==> src/rtl/key_debounce_if.sv <==
`default_nettype none
// ============================================================================
// Module      : key_debounce_if
// Description : Raw button inputs and conditioned command pulses for the
//               key_debounce button conditioner.
// Revision    : 1.0 - initial release
// ============================================================================
interface key_debounce_if;
    logic btn_next_raw;
    logic btn_pre_raw;
    logic btn_auto_raw;
    logic key_next;
    logic key_pre;
    logic key_auto;

    // Board / environment side: drives the buttons, consumes the pulses
    modport master (
        output btn_next_raw,
        output btn_pre_raw,
        output btn_auto_raw,
        input  key_next,
        input  key_pre,
        input  key_auto
    );

    // Conditioner side
    modport slave (
        input  btn_next_raw,
        input  btn_pre_raw,
        input  btn_auto_raw,
        output key_next,
        output key_pre,
        output key_auto
    );
endinterface
`default_nettype wire

==> src/rtl/key_debounce.sv <==
`default_nettype none
// ============================================================================
// Module      : key_debounce
// Description : Synchronises and debounces the next/previous/auto buttons and
//               turns accepted presses into single-cycle command pulses.
//               Next and previous auto-repeat while held; simultaneous
//               next/previous pulses cancel each other.
// Revision    : 1.0 - initial release
// ============================================================================
module key_debounce #(
    parameter int DEB_CYCLES = 1_000_000,
    parameter int DEB_W      = 20,
    parameter int REP_DELAY  = 50_000_000,
    parameter int REP_PERIOD = 20_000_000,
    parameter int REP_W      = 26
) (
    input  wire           sysclk,
    input  wire           rst_n,
    key_debounce_if.slave bus
);

    localparam logic [DEB_W-1:0] c_deb_last        = DEB_W'(DEB_CYCLES - 1);
    localparam logic [REP_W-1:0] c_rep_delay_last  = REP_W'(REP_DELAY - 1);
    localparam logic [REP_W-1:0] c_rep_period_last = REP_W'(REP_PERIOD - 1);

    typedef enum logic [1:0] {
        ST_IDLE   = 2'd0,
        ST_DELAY  = 2'd1,
        ST_REPEAT = 2'd2
    } rep_state_t;

    // Channel order: 0 = next, 1 = previous, 2 = auto
    logic [2:0] w_raw;
    logic [2:0] w_stable;
    logic [2:0] w_rise;
    logic [1:0] w_rep_pulse;

    logic key_next_q, key_next_d;
    logic key_pre_q,  key_pre_d;
    logic key_auto_q, key_auto_d;

    assign w_raw = {bus.btn_auto_raw, bus.btn_pre_raw, bus.btn_next_raw};

    generate
        for (genvar gi = 0; gi < 3; gi++) begin : g_chan
            logic             s1_q, s1_d;
            logic             s2_q, s2_d;
            logic [DEB_W-1:0] cnt_q, cnt_d;
            logic             stable_q, stable_d;
            logic             stable_dly_q, stable_dly_d;

            // Synchronise, then accept s2 only after it has disagreed with
            // the accepted level for DEB_CYCLES consecutive edges
            always_comb begin
                s1_d         = w_raw[gi];
                s2_d         = s1_q;
                stable_dly_d = stable_q;
                stable_d     = stable_q;
                cnt_d        = cnt_q;
                if (s2_q == stable_q) begin
                    cnt_d = '0;
                end else if (cnt_q == c_deb_last) begin
                    stable_d = s2_q;
                    cnt_d    = '0;
                end else begin
                    cnt_d = cnt_q + DEB_W'(1);
                end
            end

            // Synchroniser, debounce counter and accepted-level registers
            always_ff @(posedge sysclk or negedge rst_n) begin
                if (!rst_n) begin
                    s1_q         <= 1'b0;
                    s2_q         <= 1'b0;
                    cnt_q        <= '0;
                    stable_q     <= 1'b0;
                    stable_dly_q <= 1'b0;
                end else begin
                    s1_q         <= s1_d;
                    s2_q         <= s2_d;
                    cnt_q        <= cnt_d;
                    stable_q     <= stable_d;
                    stable_dly_q <= stable_dly_d;
                end
            end

            assign w_stable[gi] = stable_q;
            assign w_rise[gi]   = stable_q & ~stable_dly_q;
        end

        for (genvar gr = 0; gr < 2; gr++) begin : g_rep
            rep_state_t       state_q, state_d;
            logic [REP_W-1:0] rt_q, rt_d;
            logic             w_pulse;

            // Repeat FSM: pulse on press, again after REP_DELAY, then every
            // REP_PERIOD while the button stays accepted as held
            always_comb begin
                state_d = state_q;
                rt_d    = rt_q;
                w_pulse = 1'b0;
                case (state_q)
                    ST_IDLE: begin
                        rt_d = '0;
                        if (w_rise[gr]) begin
                            w_pulse = 1'b1;
                            state_d = ST_DELAY;
                        end
                    end
                    ST_DELAY: begin
                        if (!w_stable[gr]) begin
                            rt_d    = '0;
                            state_d = ST_IDLE;
                        end else if (rt_q == c_rep_delay_last) begin
                            w_pulse = 1'b1;
                            rt_d    = '0;
                            state_d = ST_REPEAT;
                        end else begin
                            rt_d = rt_q + REP_W'(1);
                        end
                    end
                    ST_REPEAT: begin
                        if (!w_stable[gr]) begin
                            rt_d    = '0;
                            state_d = ST_IDLE;
                        end else if (rt_q == c_rep_period_last) begin
                            w_pulse = 1'b1;
                            rt_d    = '0;
                        end else begin
                            rt_d = rt_q + REP_W'(1);
                        end
                    end
                    default: begin
                        rt_d    = '0;
                        state_d = ST_IDLE;
                    end
                endcase
            end

            // Repeat FSM state and timer registers
            always_ff @(posedge sysclk or negedge rst_n) begin
                if (!rst_n) begin
                    state_q <= ST_IDLE;
                    rt_q    <= '0;
                end else begin
                    state_q <= state_d;
                    rt_q    <= rt_d;
                end
            end

            assign w_rep_pulse[gr] = w_pulse;
        end
    endgenerate

    // Next/previous cancel each other when both fire together; auto is
    // independent of that lockout
    always_comb begin
        key_next_d = w_rep_pulse[0] & ~w_rep_pulse[1];
        key_pre_d  = w_rep_pulse[1] & ~w_rep_pulse[0];
        key_auto_d = w_rise[2];
    end

    // Registered command outputs
    always_ff @(posedge sysclk or negedge rst_n) begin
        if (!rst_n) begin
            key_next_q <= 1'b0;
            key_pre_q  <= 1'b0;
            key_auto_q <= 1'b0;
        end else begin
            key_next_q <= key_next_d;
            key_pre_q  <= key_pre_d;
            key_auto_q <= key_auto_d;
        end
    end

    assign bus.key_next = key_next_q;
    assign bus.key_pre  = key_pre_q;
    assign bus.key_auto = key_auto_q;

endmodule
`default_nettype wire

==> src/flat_wrapper.sv <==
// flat-port wrapper written by rule: the top's interface ports become plain ports
module key_debounce_flat 
#(
    parameter int DEB_CYCLES = 1_000_000,
    parameter int DEB_W      = 20,
    parameter int REP_DELAY  = 50_000_000,
    parameter int REP_PERIOD = 20_000_000,
    parameter int REP_W      = 26
)
  (sysclk, rst_n, bus_btn_next_raw, bus_btn_pre_raw, bus_btn_auto_raw, bus_key_next, bus_key_pre, bus_key_auto);
  key_debounce_if bus_i ();
  input  wire sysclk;
  input  wire rst_n;
  input wire logic [$bits(bus_i.btn_next_raw)-1:0] bus_btn_next_raw;
  input wire logic [$bits(bus_i.btn_pre_raw)-1:0] bus_btn_pre_raw;
  input wire logic [$bits(bus_i.btn_auto_raw)-1:0] bus_btn_auto_raw;
  output wire logic [$bits(bus_i.key_next)-1:0] bus_key_next;
  output wire logic [$bits(bus_i.key_pre)-1:0] bus_key_pre;
  output wire logic [$bits(bus_i.key_auto)-1:0] bus_key_auto;
  assign bus_i.btn_next_raw = bus_btn_next_raw;
  assign bus_i.btn_pre_raw = bus_btn_pre_raw;
  assign bus_i.btn_auto_raw = bus_btn_auto_raw;
  assign bus_key_next = bus_i.key_next;
  assign bus_key_pre = bus_i.key_pre;
  assign bus_key_auto = bus_i.key_auto;
  key_debounce #(.DEB_CYCLES(DEB_CYCLES), .DEB_W(DEB_W), .REP_DELAY(REP_DELAY), .REP_PERIOD(REP_PERIOD), .REP_W(REP_W)) u_core (.sysclk(sysclk), .rst_n(rst_n), .bus(bus_i));
endmodule
==> config.mk <==
export PLATFORM = sky130hd
export DESIGN_NAME = key_debounce_flat
export DESIGN_NICKNAME = d
export VERILOG_FILES = /design/src/rtl/key_debounce_if.sv /design/src/rtl/key_debounce.sv /design/src/flat_wrapper.sv
export SDC_FILE = /design/constraint.sdc
export NUM_CORES = 1
export LEC_CHECK = 0
export CAP_MARGIN = 10
export CORE_ASPECT_RATIO = 1.4
export CORE_UTILIZATION = 35
export DETAILED_ROUTE_END_ITERATION = 8
export GPL_ROUTABILITY_DRIVEN = 0
export PLACE_DENSITY = 0.55
export SLEW_MARGIN = 30
export SYNTH_ARGS = -nofsm -noshare
export SYNTH_HDL_FRONTEND = slang
export SYNTH_SLANG_ARGS = --single-unit
==> constraint.sdc <==
create_clock -name sysclk -period 4.8 [get_ports sysclk]
set_input_delay 0.72 -clock sysclk [delete_from_list [all_inputs] [get_ports sysclk]]
set_output_delay 0.72 -clock sysclk [all_outputs]
set_load 0.1 [all_outputs]
Yosys cells after proc, flatten, opt, wreduce, memory -nomap -nowiden --
Index checks and enable logic that the tools add are counted.
Operators by class: $add $sub $neg 5, multipliers 0, div/mod/pow operators 0, $lt $le $gt $ge 0, equality and inequality tests 20, shifts and indexed selects 0, multiplexer cells 38, bitwise gates (word level) 13, reductions and logical operators 7
Operator list (number):
- $mux W26 | 8
- $mux W20 | 6
- $pmux W26 S2 | 2
- $add A20 B1 Y20 const B | 3
- $eq A20 B20 Y1 const B | 3
- $add A26 B1 Y26 const B | 2
- $eq A26 B25 Y1 const B | 2
- $eq A26 B26 Y1 const B | 2
- $mux W2 | 8
- $pmux W2 S3 | 2
- $mux W1 | 10
- $not A1 Y1 | 8
- $ne A3 B3 Y1 const B | 2
- $pmux W1 S3 | 2
- $reduce_and A2 Y1 | 3
- $reduce_and A3 Y1 | 2
- $and A1 B1 Y1 | 5
- $eq A2 B1 Y1 const B | 2
- $eq A2 B2 Y1 const B | 2
- $logic_not A2 Y1 | 2
- $ne A2 B1 Y1 const B | 2
- $ne A2 B2 Y1 const B | 2
- $eq A1 B1 Y1 | 3
Word-level totals: flip-flop bits (word level) 131, latch bits 0, bits in writable memories 0, bits in read-only memories 0, bits of input ports 5, output and inout port bits 3, logic and storage cells 105, memories 0

Longest topological paths before layout --
word-level depth 6, mapped depth 8, gate-level depth less buffers 7

Worst setup path after synthesis --
Ideal clock, no wire load.
kind reg2reg, start register u_core.g_rep[0].rt_q[7], end register u_core.g_rep[0].state_q[0], setup time 0.126 ns, arrival time 2.093 ns, required time 4.674 ns, path slack 2.581 ns, stages on the path, launching flop included 5, buffers on the path 0, period minus slack after synthesis 2.219 ns, path through dfrtp_1 -> or4_1 -> or4_1 -> o32a_1 -> a311o_1
On the way: cells in the longest elaborated chain, start to end 3
Ends and longest elaborated chain:
- start: declaration | RTL line key_debounce.sv:93 | logic [REP_W-1:0] rt_q, rt_d;
- start signal: assignment | RTL line key_debounce.sv:147 | rt_q <= rt_d;
- $eq A26 B26 Y1 | RTL line key_debounce.sv:114 | end else if (rt_q == c_rep_delay_last) begin
- $ne A3 B3 Y1 (no source line)
- $reduce_and A3 Y1 (no source line)
- end signal: assignment | RTL line key_debounce.sv:146 | state_q <= state_d;
- end: declaration | RTL line key_debounce.sv:92 | rep_state_t state_q, state_d;
No other way between the ends. A chain may end at the register's enable or synchronous reset.

Worst setup path in the final report --
start register u_core.g_rep[0].rt_q[7], end register u_core.g_rep[0].rt_q[7]
On the way: cells in the longest elaborated chain, start to end 4, elaborated cells on any way between the ends 8, those cells by class 1 x add/sub; 2 x eq/ne; 5 x mux
Ends and longest elaborated chain:
- $add A26 B1 Y26 (tied with other cells) | RTL line key_debounce.sv:119, key_debounce.sv:130
- $mux W26, on equally long branches | RTL line key_debounce.sv:126, key_debounce.sv:114
- $mux W26, on equally long branches | RTL line key_debounce.sv:123, key_debounce.sv:111
- $pmux W26 S2 * | RTL line key_debounce.sv:102 | case (state_q)
- via u_core.g_rep[0].rt_d[7] | RTL line key_debounce.sv:93
Mark *: on every way through the listed nets, which the timed path passes. The rest lies on a longest branch.

==> results.txt <==
- In the finished design, the share of the clock period the worst path needs comes to between 50% and 60%.
- CTS resizes: 0
- In this run the clock root is driven by a clkbuf_16.
* I/O Buffers: 7
- In the final layout, the multi-input gates occupy 3080 sq um.
* Most common cell type on the critical path: or4_1
- Global routing usage on met3: 4.12%
- Area of placed instances: 6820 sq um
* Setup Skew: 0.00750 ns
- Adding up every negative setup slack in the final design gives 0 ns.
- The global routing stage identified its most utilized layer as met2.
- Vias per cell: 5.07
* Number of hold-repair buffers added at the cts stage: 0
* Final Max Tran Viols: 0
- Setup CP Type: flop to flop
* Total core area: 18,100 sq um
- The final layout contains routed wiring with a total length of 12,600 microns.
- Worst hold path class: flop to flop
- In this run the tightest slew margin relative to its limit is 34.9%.
- The largest individual stage delay along the critical path comes from the cell a21o_1.
* Placed wire-length estimate: 8460 microns
* GRT Residual Overflow: 0
- Height of the die: 163 microns
- YS warnings: 0
* Initial core utilization: 36.0%
- The worst setup path is captured at a flop.
* Count of flip-flops with a built-in enable after synthesis: 0
- Summing all non-filler instances in the final layout gives an area of 7450 sq um.
* Largest net degree at the start of global routing: 64
* Number of primary I/O pins: 8
- Post-synth design cell area: 6500 sq um
- Synthesis-stage register bit count: 131
- Measured slew at the worst slew-check pin: between 0.9 and 1 ns
- Post-synthesis cell type count: 43
- Leak pwr: around 3.0 nW
- Max capacitance violation total: 0
- TritonCTS clock tree: yes
- IR analysis of the VDD net gives a maximum drop of roughly 0.29 mV.
- Clock slew at reported path FFs: around 0.06 ns
- After clock tree synthesis, the setup repair step added 0 buffers.
* Count of clock tree sinks: 131
- Crit-path max cell delay: 0.68 ns
- FFs w/ async S/R, synth: 100%
- Rows: 58
- The signal on the critical path passes through or4_1 -> or4_1 -> o21ai_0 -> a21o_1 -> nor2_1.
- GR Util met2: 25.3%
- Among all flip-flop cells after synthesis, the most frequent one is dfrtp_1.
- Global routing consumed, over all layers together, 14.7% of the routing resources.
- Summing internal, switching and leakage power gives ~2.5 mW.
- For this run, design rule violations remaining after detail routing come to 0.
* Highest attainable clock frequency: 0.383 GHz
* Inserted Clock Buffers: 17
* Sequential cell area: 3280 sq um
- Clock latency on the worst-skew pair, taken at its later pin, is 0.42 ns.
* Vias post-DR: about 4,800
* Status: finished clean
- The number of nets handed over by synthesis was approximately 690.
* Critical Path Start Type: flop
- Required time at the worst-slack endpoint: 5.07 ns
* Average instance area after synthesis: 9.62 sq um
- For this run, the detailed router's first-pass iteration total came to 4.
* Fillcell total: 1,730
- The smallest clock period supported by the final layout is computed as 2.61 ns.
* Maximum buffer depth of the clock tree: 2
- In this run the remaining antenna-violating nets after routing total 0.
* Initial DRC count: 272
* Count of H-tree levels built during CTS: 4
* Die width: 117 microns
* Number of nets in the final layout: about 700
- Gate count after technology mapping: 676
- Critical path peak fanout: 26
* Fraction of final layout cells with drive strength greater than 1: 6.45%
- Global-route wire length before repair: between 20,000 and 25,000 microns
- RSZ-0062 raised after global routing: false
* Final Setup Violations: 0
- Dividing total power by cell area gives a power density of 340 nW/um^2.
* Share of synthesized area occupied by flip-flops and latches: 50.4%
- Area enclosed by the die boundary: 19,100 sq um
- Number of antenna violations at the first check in global routing: 0
- Syn-to-layout area delta: 14.5%
- Data arrives at the worst endpoint at 2.88 ns.
- Final Hold Violating Endpoints: 0
- For this run, global-route usage on met1 was measured as between 10% and 20%.
- After detailed routing, the average wire length per cell comes to 13.4 microns.
- The repair_antennas step left the layout with diodes totalling 0.
- Via count of the first global-routing pass: 4,787
metrics by stage:
| step | setup WS (ns) | hold slack [ns] | instances | util, % |
|---|---|---|---|---|
| after floorplan | 2.58 | 0.331 | 676 | - |
| after global placement | 2.03 | 0.336 | 906 | 37.7 |
| after detailed placement | 2.13 | 0.339 | 906 | 37.8 |
| after CTS | 2.14 | 0.353 | 938 | 41.2 |
| after global routing | 2.01 | 0.365 | 938 | 41.2 |
| final | 2.19 | 0.350 | 938 | 41.2 |
flip-flops by register name, indices dropped and copies added, names as in the netlist:
| register | flops |
|---|---|
| u_core.g_chan.cnt_q | 60 |
| u_core.g_rep.rt_q | 52 |
| u_core.g_rep.state_q | 4 |
| u_core.g_chan.s1_q | 3 |
| u_core.g_chan.s2_q | 3 |
| u_core.g_chan.stable_dly_d | 3 |
| u_core.g_chan.stable_dly_q | 3 |
| u_core.bus.key_auto | 1 |
| u_core.bus.key_next | 1 |
| u_core.bus.key_pre | 1 |
power breakdown:
part / internal, mW / switching, mW
clock network: 0.881 / 0.482
logic: 0.0110 / 0.0349
registers: 1.11 / 0.00761
cell usage in the layout, fill, tap and decap left out, drive strengths merged, types with 15 or more instances in the layout:
| master | instances |
|---|---|
| xnor2 | 43 |
| nand2 | 44 |
| nand3 | 40 |
| clkbuf | 19 |
| nor4 | 15 |
| nand4 | 36 |
| xor2 | 60 |
| dfrtp | 131 |
| inv | 22 |
| nor2 | 135 |
| nor3 | 16 |
| and3 | 24 |
final cells by class:
cell class                      count  share of cell area, %
Timing Repair Buffer                9                   1.11
Multi-Input combinational cell    505                   41.4
Tap cell                          240                   4.03
Inverter                           21                   1.06
Clock inverter                     13                   2.45
Clock buffer                       19                   5.95
Sequential cell                   131                   44.0
Yosys cell counts (5+ instances only):
cell / number / area share (%)
xnor2_1: 43 / 5.8
clkbuf_1: 14 / 0.81
and4_1: 11 / 1.5
nor3_1: 16 / 1.2
nand4_1: 36 / 3.5
dfrtp_1: 131 / 50
ha_1: 13 / 2.5
buf_2: 5 / 0.38
and3_1: 21 / 2.0
nand3_1: 40 / 3.1
xor2_1: 60 / 8.1
and2_1: 13 / 1.3
nor4_1: 15 / 1.4
nand2_1: 44 / 2.5
inv_1: 21 / 1.2
o21ai_0: 7 / 0.54
nor2_1: 135 / 7.8
or3_1: 7 / 0.67
cell families after synthesis:
logic type,Yosys count,share of synthesized area [%]
flip-flops,131,50.4
AO/OA/AOI/OAI,24,2.44
adder cells (fa/ha/maj),13,2.50
multiplexers,3,0.481
AND/OR/NAND/NOR,362,27.9
buffers and inverters,40,2.41
XOR/XNOR,103,13.9
worst paths after layout:
check	slack (ns)	to	cells after the start	from
worst max-delay path	2.19	u_core.g_rep[0].rt_q[7]$_DFF_PN0_	5	u_core.g_rep[0].rt_q[7]$_DFF_PN0_
worst min-delay path	0.35	u_core.g_chan[0].s2_q$_DFF_PN0_	0	u_core.g_chan[0].s1_q$_DFF_PN0_
worst max register to register	2.19	u_core.g_rep[0].rt_q[7]$_DFF_PN0_	5	u_core.g_rep[0].rt_q[7]$_DFF_PN0_
worst min register to register	0.35	u_core.g_chan[0].s2_q$_DFF_PN0_	0	u_core.g_chan[0].s1_q$_DFF_PN0_
max in group asynchronous	3.36	u_core.g_rep[0].rt_q[22]$_DFF_PN0_	2	rst_n
min in group asynchronous	0.38	u_core.g_chan[2].cnt_q[14]$_DFF_PN0_	1	rst_n
layer usage:
layer | share of wire, % | up-vias
met3 | 3.1 | 15
met5 | 0 | -
met1 | 43 | 2346
li1 | - | 2328
met2 | 52 | 67
met4 | 1.5 | 0
critical path: cells and delay by family (launching register included):
kind	cells	cell delay, ns
flops	1	0.44
compound gates	2	0.84
simple gates	3	1.19
(Power assumes the default switching activity.)
